### config.mk
export PLATFORM = sky130hd
export DESIGN_NAME = dma_desc_fetch_reg
export DESIGN_NICKNAME = d
export VERILOG_FILES = /design/src/rtl/dma_desc_fetch_reg.sv
export SDC_FILE = /design/constraint.sdc
export NUM_CORES = 1
export LEC_CHECK = 0
export CORE_AREA = 2 2 213 215
export DETAILED_ROUTE_END_ITERATION = 7
export DIE_AREA = 0 0 215 217
export PLACE_DENSITY = 0.65
export SLEW_MARGIN = 10
export SYNTH_ARGS = -nofsm -noshare
export SYNTH_HDL_FRONTEND = slang
export SYNTH_SLANG_ARGS = --single-unit
### constraint.sdc
create_clock -name clk_i -period 14.8 [get_ports clk_i]
set_clock_uncertainty 0.15 [all_clocks]
set_input_delay 2.96 -clock clk_i [delete_from_list [all_inputs] [get_ports clk_i]]
set_output_delay 2.96 -clock clk_i [all_outputs]
set_load 0.02 [all_outputs]
### src/rtl/dma_desc_fetch_reg.sv
// Descriptor fetch engine: reads NumWords consecutive words over a register-interface
// master, presents them as one descriptor, and optionally follows the word-0 next pointer.
module dma_desc_fetch_reg #(
  parameter int unsigned AddrWidth = 64,
  parameter int unsigned DataWidth = 64,
  parameter int unsigned NumWords  = 4,
  parameter bit          ChainEn   = 1'b1,
  parameter type reg_req_t = struct packed {
    logic [AddrWidth-1:0]   addr;
    logic                   write;
    logic [DataWidth-1:0]   wdata;
    logic [DataWidth/8-1:0] wstrb;
    logic                   valid;
  },
  parameter type reg_rsp_t = struct packed {
    logic [DataWidth-1:0] rdata;
    logic                 error;
    logic                 ready;
  }
) (
  input  logic                          clk_i,
  input  logic                          rst_i,
  input  logic [AddrWidth-1:0]          start_addr_i,
  input  logic                          start_valid_i,
  output logic                          start_ready_o,
  input  logic                          abort_i,
  output reg_req_t                      reg_req_o,
  input  reg_rsp_t                      reg_rsp_i,
  output logic [NumWords*DataWidth-1:0] desc_o,
  output logic                          desc_error_o,
  output logic                          desc_valid_o,
  input  logic                          desc_ready_i,
  output logic                          busy_o,
  output logic [15:0]                   desc_count_o
);

  localparam int unsigned BytesPerWord = DataWidth / 8;
  localparam int unsigned CntWidth     = $clog2(NumWords);
  localparam logic [AddrWidth-1:0] AlignMask = ~AddrWidth'(BytesPerWord - 1);
  localparam logic [AddrWidth-1:0] AddrStep  = AddrWidth'(BytesPerWord);
  localparam logic [CntWidth-1:0]  LastCnt   = CntWidth'(NumWords - 1);

  typedef enum logic [1:0] {
    IDLE,
    FETCH,
    EMIT
  } state_e;

  state_e                state_q;
  logic [CntWidth-1:0]   cnt_q;
  logic                  err_q;
  logic                  abort_q;
  logic [AddrWidth-1:0]  next_base;
  logic                  chain_ok;

  assign start_ready_o = (state_q == IDLE);
  assign busy_o        = (state_q != IDLE);
  assign desc_error_o  = err_q;

  // Next pointer lives in word 0; all-ones terminates the chain.
  always_comb begin
    next_base = AddrWidth'(desc_o[DataWidth-1:0]) & AlignMask;
    chain_ok  = ChainEn && !abort_q && !abort_i && !err_q &&
                (desc_o[DataWidth-1:0] != '1);
  end

  always_ff @(posedge clk_i or posedge rst_i) begin
    if (rst_i) begin
      state_q      <= IDLE;
      cnt_q        <= '0;
      err_q        <= 1'b0;
      abort_q      <= 1'b0;
      reg_req_o    <= '0;
      desc_o       <= '0;
      desc_valid_o <= 1'b0;
      desc_count_o <= '0;
    end else begin
      unique case (state_q)
        IDLE: begin
          if (start_valid_i) begin
            reg_req_o.addr  <= start_addr_i & AlignMask;
            reg_req_o.write <= 1'b0;
            reg_req_o.wdata <= '0;
            reg_req_o.wstrb <= '0;
            reg_req_o.valid <= 1'b1;
            cnt_q           <= '0;
            err_q           <= 1'b0;
            abort_q         <= 1'b0;
            state_q         <= FETCH;
          end
        end
        FETCH: begin
          if (abort_i) abort_q <= 1'b1;
          if (reg_rsp_i.ready) begin
            desc_o[cnt_q*DataWidth +: DataWidth] <= reg_rsp_i.rdata;
            err_q <= err_q | reg_rsp_i.error;
            // An abort seen at or before this handshake drops the partial descriptor.
            if (abort_q || abort_i) begin
              reg_req_o.valid <= 1'b0;
              state_q         <= IDLE;
            end else if (cnt_q == LastCnt) begin
              reg_req_o.valid <= 1'b0;
              desc_valid_o    <= 1'b1;
              state_q         <= EMIT;
            end else begin
              cnt_q          <= cnt_q + CntWidth'(1);
              reg_req_o.addr <= reg_req_o.addr + AddrStep;
            end
          end
        end
        EMIT: begin
          if (abort_i) abort_q <= 1'b1;
          if (desc_ready_i) begin
            desc_valid_o <= 1'b0;
            desc_count_o <= desc_count_o + 16'd1;
            if (chain_ok) begin
              reg_req_o.addr  <= next_base;
              reg_req_o.valid <= 1'b1;
              cnt_q           <= '0;
              err_q           <= 1'b0;
              state_q         <= FETCH;
            end else begin
              state_q <= IDLE;
            end
          end
        end
        default: state_q <= IDLE;
      endcase
    end
  end

endmodule
==> impl_results.md <==
- Placed Cells: 2446
- CTS tree: done
- GP Congestion: 0.856
- CP startpoint: reg_rsp_i[0]
- Via count: 14300
- Post-CTS sizing: 0
- Unrepaired setup endpoints after global routing: false
- Setup_tns: 0 ns
- Initial core utilization: 0.356
- Initial DRC count: 1228
- CP arrival: 5.84 ns
- P_int: 2380 uW
- Clock power share: 0.235
- Hold Path Origin: desc_count_o[15]$_DFFE_PP0P_
- Register area: 8530 um^2
- Mapped cell area: 15900 um^2
- Routed vias/inst: 5.69
- Top_reg_cell synth: dfrtp_1
- Final setup viols: 0
- Non-filler cells, final: 2519
- Req. time, crit path: 15.09 ns
- Synth top area cells: dfrtp_1 (54%), a22o_1 (14%), buf_4 (3.6%)
- NetSw: 1720 uW
- Switching Share: 0.419
- DPL Wire Length: 42800 um
- Crit-path cells: clkdlybuf4s50_1 -> nor2b_1 -> nor4_2 -> nand2_1 -> a21oi_2 -> buf_4 -> o21ai_0 -> a22o_1
- FMAX: 180 MHz
- Area grow syn2layout: 39.0%
- Clk Latency, worst-skew pair: 0.57 ns
- Worst Path Max Fanout: 22
- Multi-input gate area: 6660 um^2
- I/O Buffers: 469
- Layout cells sized above 1: 0.0518
- Synthesized instance count: 1471
- Setup crit end kind: register
- CP endpoint: reg_req_o[118]$_DFFE_PP0P_
- Vias in the first global route: 13900
- Reg2reg setup slack: 11.31 ns
- TritonCTS Buffers: 38
- Worst min path class: reg -> reg
- Fillcell total: 4137
- Peak supply drop: 102 uV
- Crit path largest cell delay: 0.77 ns
- Wirelength per Cell: 24.4 um
- Final Hold Viols: 0
- Post-cts hold buffer count: 0
- Status: complete, no violations
- Worst Tran Pin Value: 1.06 ns
- WHS: 0.330 ns
- Initial DRT Pass Iterations: 5
- Chip height: 217 um
- Synth area leader: dfrtp_1
- Post-synth EDFFs: 0
- Slew Viols, Final: 0
- Die area: 46700 um^2
- Final Cell Area: 22100 um^2
- Startpoint type of the worst setup path: primary input
- Die width: 215 um
- Post-DP Area: 20900 um^2
- Sequential-to-total area share from yosys stat: 0.536
- Max Cap Viol: 0
- Max Buffers Root-to-Sink: 3
- Register bit count reported by yosys: 341
- CP max stage cell: clkdlybuf4s50_1
- Pin count of the biggest net entering global routing: 149
- Final min period: 5.55 ns
- Std cell rows: 78
- Clk pin slew, worst setup/hold paths: 0.06 ns
- Slew Limit Headroom: 0.295
- Distinct cells, synth: 68
- Leakage: 0.00942 uW
- Reg2Reg Depth: 8
- Initial antenna violation count: 8
- Final WL: 61500 um
- GRT Util Overall: 0.257
- Sequential Power Share: 0.348
- Post-CTS Setup Inserts: 0
- # nets final: 2033
- Global-route wire length before repair: 92100 um
- GRT Residual Overflow: 0
- Post-DRT Antenna Nets: 0
- Mean Syn Cell Area: 10.8 um^2
- Ys Warns: 0
- FFs w/ async S/R, synth: 1.00
- Sink Count: 341
- DRC Markers: 0
- Tcrit/Tclk final: 0.375
- R2R Path End: desc_o[154]$_DFFE_PP0P_
- H-tree Lvls: 2
- Power per standard cell area: 185 nW/um^2
- Final Total Pwr: 4090 uW
- Boundary pin count: 549
- Post-synth top area share: 0.536
- Root Buffer: clkbuf_16
- FF-to-FF Start: state_q[1]$_DFFE_PP0P_
- Comb pwr share: 0.417
- Core region area: 44700 um^2
- Worst Path Class, Setup: in -> reg
cell type report:
class | instances | share of cell area
clock buffer | 52 | 0.0472
antenna | 9 | 0.00102
clock inverter | 12 | 0.00820
inverter | 27 | 0.00492
timing repair buffer | 484 | 0.218
tap | 600 | 0.0339
multi-input combinational | 994 | 0.301
sequential | 341 | 0.386
metal layers:
layer / vias up / part of all wire / global-route usage
met5: - / 0.00037 / 0
met4: 4 / 0.033 / 0.0920
met3: 101 / 0.077 / 0.0595
met2: 730 / 0.45 / 0.390
met1: 7253 / 0.44 / 0.359
li1: 6248 / - / -
placed cells by master (no fill, tap or decap), types with 11 or more instances in the layout:
cell type        netlist  final
a21oi_1               19     19
nor2_1                55     55
a22oi_1               11     11
nor4_1                22     21
inv_1                 26     25
nor2b_1               13     13
clkbuf_16              0     39
and4_1                13     13
nand4_1               41     41
nand2_1              107    107
xor2_1                11     11
buf_4                 76     14
a22o_1               263    263
a211oi_1              11     11
dfrtp_1              341    341
o31ai_1               13     13
clkbuf_1              99     11
a21o_1                13     12
o21ai_0               97     97
nand3_1               52     48
conb_1                 1     76
clkdlybuf4s50_1        0    469
xnor2_1               23     23
and3_1                11     11
nor3_1                16     16
cells in the mapped netlist, drive strengths merged (6+ instances only):
library cell	instances
dfrtp	341
a22o	263
nand2	107
clkbuf	101
o21ai	99
buf	83
nor2	55
nand3	53
nand4	43
inv	26
nor4	26
xnor2	23
a21oi	20
nor3	18
a21o	13
and4	13
nor2b	13
o31ai	13
ha	12
a211oi	11
a22oi	11
and3	11
xor2	11
a31oi	10
o211ai	8
o2bb2ai	8
a41oi	6
nor3b	6
o31a	6
worst max-delay path, delay by kind of cell:
kind            cells  cell delay [ns]
buf+inv             2             1.18
simple gates        3             0.64
compound gates      3             1.04
power groups by stage:
stage                     sequential, uW  combinational (uW)  clock (uW)
after floorplan                     1500                 868           0
after global placement              1430                1680           0
after detailed placement            1430                1710           0
after CTS                           1420                1710         978
after global routing                1450                1850        1010
final                               1420                1710         962
kinds of logic (layout without fill, tap and decap cells):
logic type,after synthesis,count (layout),synth area share
AOI/OAI and AO/OA,495,495,0.239
and+or+nand+nor,371,371,0.125
DFF,341,341,0.536
buffers and inverters,211,575,0.0681
xor gates and xnor gates,34,34,0.0187
adders and majority gates,12,12,0.00944
muxes,6,6,0.00385
other,1,85,0.000236
how the worst min path moves through the flow:
stage                                         to  cells past startpoint
floorplan                    abort_q$_DFFE_PP0P_                      2
global placement    desc_count_o[15]$_DFFE_PP0P_                      1
detailed placement  desc_count_o[15]$_DFFE_PP0P_                      1
CTS                 desc_count_o[15]$_DFFE_PP0P_                      1
global route              desc_o[90]$_DFFE_PP0P_                      1
finish              desc_count_o[15]$_DFFE_PP0P_                      1
stage by stage:
stage | utilization | setup slack, ns
3_3_place_gp | 0.467 | 8.79
6_report | 0.495 | 9.25
3_5_place_dp | 0.467 | 8.71
4_1_cts | 0.494 | 9.30
2_1_floorplan | - | 2.24
5_1_grt | 0.495 | 9.06
sequential cells by signal, summed over array words and instances (netlist names):
| name | flops |
|---|---|
| desc_o | 256 |
| reg_req_o | 62 |
| desc_count_o | 16 |
| cnt_q | 2 |
| state_q | 2 |
| abort_q | 1 |
| desc_error_o | 1 |
| desc_valid_o | 1 |
No activity file was read; power rests on OpenSTA's default activity.
